## src/rtl/gmii_tx_framer.sv

```systemverilog
// Ethernet MAC transmit framer: preamble/SFD, runt padding, CRC-32 FCS and inter-frame gap,
// driving the GMII transmit pins from an upstream byte stream (dest MAC .. payload).
module gmii_tx_framer #(
   parameter int unsigned MIN_LEN = 60,
   parameter int unsigned MAX_LEN = 1514,
   parameter int unsigned IFG_LEN = 12
) (
   input  logic       gmii_txc,
   input  logic       reset,
   input  logic [7:0] tx_data,
   input  logic       tx_valid,
   input  logic       tx_last,
   output logic       tx_ready,
   output logic       gmii_txen,
   output logic [7:0] gmii_txd,
   output logic       busy,
   output logic       underrun_err,
   output logic       oversize_err
);

   typedef enum logic [2:0] {
      StIdle, StPre, StData, StPad, StFcs, StIfg, StDrop
   } state_e;

   localparam logic [10:0] MinLen  = 11'(MIN_LEN);
   localparam logic [10:0] MaxLen  = 11'(MAX_LEN);
   localparam logic [15:0] IfgLast = (IFG_LEN == 0) ? 16'd0 : 16'(IFG_LEN - 1);

   state_e      state_q, state_d;
   logic [10:0] cnt_q, cnt_d;       // bytes sent so far (data + pad)
   logic [15:0] cyc_q, cyc_d;       // preamble / FCS byte / IFG cycle counter
   logic [31:0] crc_q, crc_d;
   logic        bad_q, bad_d;       // send the inverted FCS (underrun)
   logic        drop_q, drop_d;     // oversize frame tail still to be drained
   logic        txen_q, txen_d;
   logic [7:0]  txd_q, txd_d;
   logic        underrun_q, underrun_d;
   logic        oversize_q, oversize_d;
   logic [10:0] cnt_inc;
   logic [31:0] fcs;

   // Reflected CRC-32 (poly 0x04C11DB7), one byte processed LSB first
   function automatic logic [31:0] crc_byte(input logic [31:0] crc, input logic [7:0] data);
      logic [31:0] c;
      c = crc;
      for (int i = 0; i < 8; i++) begin
         c = (c >> 1) ^ ((c[0] ^ data[i]) ? 32'hEDB88320 : 32'h0);
      end
      return c;
   endfunction

   assign cnt_inc = (cnt_q == MaxLen) ? cnt_q : cnt_q + 11'd1;
   assign fcs     = bad_q ? crc_q : ~crc_q;

   // Next-state, datapath and registered-output next values
   always_comb begin
      state_d    = state_q;
      cnt_d      = cnt_q;
      cyc_d      = cyc_q;
      crc_d      = crc_q;
      bad_d      = bad_q;
      drop_d     = drop_q;
      txen_d     = 1'b0;
      txd_d      = 8'h00;
      underrun_d = 1'b0;
      oversize_d = 1'b0;
      tx_ready   = 1'b0;

      unique case (state_q)
         StIdle: begin
            cnt_d = '0;
            cyc_d = '0;
            crc_d = '1;
            bad_d = 1'b0;
            // First preamble byte leaves on the next edge so the gap is exactly IFG_LEN
            if (tx_valid) begin
               txen_d  = 1'b1;
               txd_d   = 8'h55;
               state_d = StPre;
            end
         end
         StPre: begin
            txen_d = 1'b1;
            cyc_d  = cyc_q + 16'd1;
            if (cyc_q == 16'd6) begin
               txd_d   = 8'hD5;
               cyc_d   = '0;
               state_d = StData;
            end else begin
               txd_d = 8'h55;
            end
         end
         StData: begin
            tx_ready = 1'b1;
            if (tx_valid) begin
               txen_d = 1'b1;
               txd_d  = tx_data;
               cnt_d  = cnt_inc;
               crc_d  = crc_byte(crc_q, tx_data);
               if (tx_last) begin
                  state_d = (cnt_inc < MinLen) ? StPad : StFcs;
               end else if (cnt_inc == MaxLen) begin
                  oversize_d = 1'b1;
                  drop_d     = 1'b1;
                  state_d    = StFcs;
               end
            end else begin
               // Underrun: first (inverted) FCS byte goes out now so txen stays contiguous
               underrun_d = 1'b1;
               bad_d      = 1'b1;
               txen_d     = 1'b1;
               txd_d      = crc_q[7:0];
               cyc_d      = 16'd1;
               state_d    = StFcs;
            end
         end
         StPad: begin
            txen_d = 1'b1;
            cnt_d  = cnt_inc;
            crc_d  = crc_byte(crc_q, 8'h00);
            if (cnt_inc >= MinLen) state_d = StFcs;
         end
         StFcs: begin
            txen_d = 1'b1;
            txd_d  = fcs[{cyc_q[1:0], 3'b000} +: 8];
            cyc_d  = cyc_q + 16'd1;
            if (cyc_q[1:0] == 2'd3) begin
               cyc_d   = '0;
               state_d = StIfg;
            end
         end
         StIfg: begin
            cyc_d = cyc_q + 16'd1;
            if (cyc_q >= IfgLast) begin
               cyc_d   = '0;
               drop_d  = 1'b0;
               state_d = drop_q ? StDrop : StIdle;
            end
         end
         StDrop: begin
            tx_ready = 1'b1;
            if (tx_valid && tx_last) state_d = StIdle;
         end
         default: state_d = StIdle;
      endcase
   end

   // State and registered GMII outputs, cleared immediately by reset
   always_ff @(posedge gmii_txc or posedge reset) begin
      if (reset) begin
         state_q    <= StIdle;
         cnt_q      <= '0;
         cyc_q      <= '0;
         crc_q      <= '0;
         bad_q      <= 1'b0;
         drop_q     <= 1'b0;
         txen_q     <= 1'b0;
         txd_q      <= 8'h00;
         underrun_q <= 1'b0;
         oversize_q <= 1'b0;
      end else begin
         state_q    <= state_d;
         cnt_q      <= cnt_d;
         cyc_q      <= cyc_d;
         crc_q      <= crc_d;
         bad_q      <= bad_d;
         drop_q     <= drop_d;
         txen_q     <= txen_d;
         txd_q      <= txd_d;
         underrun_q <= underrun_d;
         oversize_q <= oversize_d;
      end
   end

   assign gmii_txen    = txen_q;
   assign gmii_txd     = txd_q;
   assign busy         = (state_q != StIdle);
   assign underrun_err = underrun_q;
   assign oversize_err = oversize_q;

endmodule

```

## config.mk

```make
export PLATFORM = sky130hd
export DESIGN_NAME = gmii_tx_framer
export DESIGN_NICKNAME = d
export VERILOG_FILES = /design/src/rtl/gmii_tx_framer.sv
export SDC_FILE = /design/constraint.sdc
export NUM_CORES = 1
export LEC_CHECK = 0
export ABC_AREA = 1
export CAP_MARGIN = 15
export CORE_MARGIN = 2
export CORE_UTILIZATION = 47
export CTS_BUF_LIST = sky130_fd_sc_hd__clkbuf_2 sky130_fd_sc_hd__clkbuf_4 sky130_fd_sc_hd__clkbuf_8
export CTS_CLUSTER_SIZE = 20
export DETAILED_ROUTE_END_ITERATION = 6
export HOLD_SLACK_MARGIN = 0.05
export PLACE_DENSITY = 0.71
export SLEW_MARGIN = 20
export SYNTH_ARGS = -nofsm -noshare
export SYNTH_HDL_FRONTEND = slang
export SYNTH_SLANG_ARGS = --single-unit
```

## constraint.sdc

```tcl
create_clock -name gmii_txc -period 2.6 [get_ports gmii_txc]
set_input_delay 0.52 -clock gmii_txc [delete_from_list [all_inputs] [get_ports gmii_txc]]
set_output_delay 0.52 -clock gmii_txc [all_outputs]
set_load 0.01 [all_outputs]
```

# After elaboration in Yosys (flattened, before gate mapping)
# Index checks and enable logic that the tools add are counted.
# classes
mux	59
addsub	2
bitwise_logic	25
multipliers	0
reduce_logical	14
div	0
shift	1
eq_ne	21
magnitude_cmp	3
# op_table
cell	count
two-way mux 32 bit	18
XOR 31 x 32 -> 32 bit	16
one-hot mux 32 bit (3 select lines)	1
one-hot mux 16 bit (5 select lines)	1
two-way mux 16 bit	4
two-way mux 3 bit	11
one-hot mux 11 bit (3 select lines)	1
inverter 32 bit	1
one-hot mux 8 bit (4 select lines)	1
variable part select 32 x 6 -> 8 bit	1
equality test 11 bit, second input constant	2
two-way mux 11 bit	2
one-hot mux 3 bit (7 select lines)	1
!= test 2 bit, second input constant	10
adder 16 x 1 -> 16 bit, second input constant	1
equality test 16 x 3 -> 1 bit, second input constant	1
>= comparator 16 x 4 -> 1 bit, second input constant	1
two-way mux 8 bit	2
two-way mux 1 bit	13
adder 11 x 1 -> 11 bit, second input constant	1
>= comparator 11 x 6 -> 1 bit, second input constant	1
less-than comparator 11 x 6 -> 1 bit, second input constant	1
equality test 3 bit, second input constant	3
XOR 1 bit	8
16 further kinds	23
# word_totals
latchBits	0
memories	0
reg_bits	75
mem_bits_ro	0
wordCells	135
ram_bits	0
output_inout_bits	13
input_bits	12

# Longest topological paths before layout
# depth
ltp_word	26
depth_mapped	14
depth_no_buf	14

# Worst setup path after synthesis
# Ideal clock, no wire load.
# synth_path
path_kind	flip-flop to flip-flop
from	register cyc_q[0]
to	register state_q[2]
path_stages_with_launch	15
setup_time_ns	0.065
arrival_time_ns	1.971
setup_slack_ns	0.564
t_required_ns	2.535
n_path_buf	2
period_less_slack_ns	2.036
cell_sequence	dfrtp_1 -> buf_2 -> inv_2 -> clkbuf_1 -> ha_1 -> nand3_1 -> nor2_1 -> nand2_1 -> nand2_1 -> nand2_2 -> nor3_1 -> nand2_1 -> nor2_1 -> nand2_1 -> nand2_1
# synth_via
elab_chain_len	3
word_cells_on_any_way	7
classes_between	order compare: 1; eq/ne: 5; reduce/logical: 1
# synth_lines
item	line_no	rtl
start: declaration	31	logic [15:0] cyc_q, cyc_d;
start signal: assignment	164	cyc_q <= cyc_d;
>= comparator 16 x 4 -> 1 bit, or another cell as far along	134	if (cyc_q >= IfgLast) begin
!= test 2 bit (no line)	--	
AND reduction 7 bit (no line) (*)	--	
end signal: assignment	151	state_q <= StIdle;
end signal: assignment	162	state_q <= state_d;
end: declaration	29	state_e state_q, state_d;
# Every way passes the cells marked *; elsewhere a longest branch is shown, timed or not.
# A chain may end at the register's enable or synchronous reset.

# Final worst setup path
# layout_path
from	register state_q[2]
to	output port busy
# layout_via
elab_chain_len	1
# layout_lines
item	line_no	rtl
nonzero test 3 bit	177	assign busy = (state_q != StIdle);
end: declaration	16	output logic busy,
# Every way passes these cells.

==> flow_summary.yaml <==
place:
  gp_congestion: 0.979
  io_buffers: 24
  placed_area_um2: 6850
  hpwl_mm: 13.9
synthesis:
  seq_area_frac_synth: 0.296
  syn-instance-count: 955
  yosysWarnings: 0
  synth_ff_type: "dfrtp_1"
  mappedNetlistNets: 972
  yosysUniqueCellTypes: 43
  synth_area_um2: 6350
  async_flop_share: 1.00
  ys_ff_latch: 75
  syn_avg_cell_area_um2: 6.65
  synth_edf_count: 0
worst_setup_path:
  crit_end: "busy"
  cp_slowest_cell: "dfrtp_1"
  setup.worst_path.class: "reg2out"
  r2r_cells: 12
  required_ns: 2.08
  cp-startpoint: "state_q[2]"
  r2r_start: "cyc_q[0]"
  cp.depth: 3
  r2r-end: "state_q[1]"
  endpoint_kind: "output pin"
  crit_family: "buffers and inverters"
  slowest_delay_ns: 0.57
  r2r_slack_ns: 0.41
  cp_data_arrival_time_ns: 1.81
  crit_fanout: 7
  cp_cell_sequence: "inv_1 -> nand2_1 -> clkdlybuf4s50_1"
  critPathLaunchType: "flop"
  crit_buf_inv: 2
global_routing:
  grt_max_degree: 32
  antenna_found_initial: 0
  grt_pass1_vias: 5994
  grt_overflow: 0
  track_usage: 0.271
  grt_pass1_wl_mm: 30.5
cells_and_area:
  syn2layout_area_growth_pct: 11.2
  n_antenna_cell: 0
  final_util: 0.535
  final_cell_area_um2: 7060
  fill_cells: 1313
  layout_commonest_cell: "nand2_1"
  num-nets-final: 1002
  drive_gt1_frac: 0.0899
  most-common-layout-cells: "nand2_1 (261), inv_1 (121), nor2_1 (91)"
cts:
  cts.sinks: 75
  cts_tree: "yes"
  cts_hold_buf: 0
  clk_latency_ns: 0.38
  cts_root_buf: "clkbuf_8"
  clk_pin_slew_ns: 0.08
  cts_made_buffers: 9
  clockBufferDepth: 2
  postCtsSetupBuffers: 0
  htree_levels: 3
  cts_resized: 0
sta:
  hold_violations: 0
  slew_violations: 0
  relSlewSlack: 0.516
  fin_skew_ns: 0.0106
  period_needed_ns: 2.33
  tightest_slew_ns: 0.719
  min_period_over_period: 0.898
  tns_ns: 0
  fmax_ghz: 0.428
  setup-violations-final: 0
  hold_slack_ns: 0.472
  rsz0062_at_grt: "false"
floorplanning:
  fp.dieW_um: 120
  io_pins: 25
  row_count: 42
  fp.dieArea_um2: 14400
  die_h_um: 120
  floorplan.initialDensity: 0.481
  core_um2: 13200
routing:
  post_drt_wl_per_cell_um: 15.9
  drt-total-wl_mm: 18.5
  via_count: 6351
  drc_errors: 0
  vias_per_cell: 5.45
  ant_nets: 0
  dr.pass1.iters: 6
  drtIter0Drc: 547
hold_path:
  hp-class: "reg2reg"
pwr:
  peakVddDrop_mv: 0.354
  power.density_nw_per_um2: 1070
  power_leakage_nw: 3.38
run:
  maxCapViolations: 0
status:
  status: "finished, final reports clean"
-- registers in the layout (all words and copies together) (netlist names) --
signal / flops
cnt_q: 11
underrun_err: 1
gmii_txen: 1
drop_q: 1
gmii_txd: 8
oversize_err: 1
crc_q: 32
cyc_q: 16
state_q: 3
bad_q: 1
-- worst register-to-register path, stage by stage (launching register included) --
cell,delay [ns]
dfrtp_1,0.49
inv_2,0.30
ha_1,0.20
nand3_1,0.08
nor2_1,0.14
nand2_1,0.07
nand2_1,0.07
nand2_2,0.12
nor3_1,0.27
nand2_1,0.09
nor2_1,0.18
nand2_1,0.08
nand2_1,0.06
-- area by class of cell --
class | count | area (um^2) | share of cell area
Clock buffer | 11 | 145 | 0.0206
Clock inverter | 5 | 61.3 | 0.00869
Inverter | 134 | 504 | 0.0714
Multi-Input combinational cell | 714 | 3770 | 0.534
Sequential cell | 75 | 1880 | 0.266
Tap cell | 176 | 220 | 0.0312
Timing Repair Buffer | 51 | 480 | 0.0681
-- cell usage after synthesis, types with 12 or more instances --
cell type	count	area share
nand2_1	261	0.15
inv_1	122	0.072
nor2_1	91	0.054
dfrtp_1	75	0.30
nand3_1	75	0.059
o21ai_0	61	0.048
a21oi_1	50	0.039
xor2_1	42	0.058
xnor2_1	27	0.037
nand2_2	13	0.013
inv_2	12	0.0071
-- how the worst min path moves through the flow --
stage                start      to  slack (ns)  cells after the start
finish              drop_q  drop_q        0.47                      2
global route        drop_q  drop_q        0.53                      2
CTS                 drop_q  drop_q        0.48                      2
detailed placement  drop_q  drop_q        0.46                      2
global placement    drop_q  drop_q        0.46                      2
floorplan           drop_q  drop_q        0.44                      2
-- routing by layer --
metal  share of wire  up-vias  routed length, um  GRT usage
met5               0        -                  0          0
met4           0.039        0                715      0.114
met2            0.44      254               8170      0.422
met1            0.44     2919               8180      0.371
met3           0.078       61               1450     0.0491
li1                -     3117                  -          -
-- cell families after synthesis --
group | count (synthesis) | share of synthesized area
flops | 75 | 0.296
compound gates | 156 | 0.141
fa+ha+maj | 5 | 0.00986
buf+inv | 166 | 0.110
xor+xnor | 79 | 0.126
simple gates | 474 | 0.317
-- power by group --
part | total [mW] | internal (mW) | switching (mW)
Sequential | 1.87 | 1.45 | 0.420
Combinational | 4.69 | 1.68 | 3.01
Clock | 0.977 | 0.486 | 0.492
Total | 7.54 | 3.61 | 3.92
-- through the flow --
step / setup slack [ns] / power [mW] / cells
after floorplan: 0.170 / 5.15 / 955
after global placement: 0.192 / 6.45 / 1150
after detailed placement: 0.219 / 6.48 / 1150
after CTS: 0.245 / 7.49 / 1166
after global routing: 0.196 / 8.18 / 1166
final: 0.266 / 7.54 / 1166
Note: power is estimated with default switching activity, not from simulation.
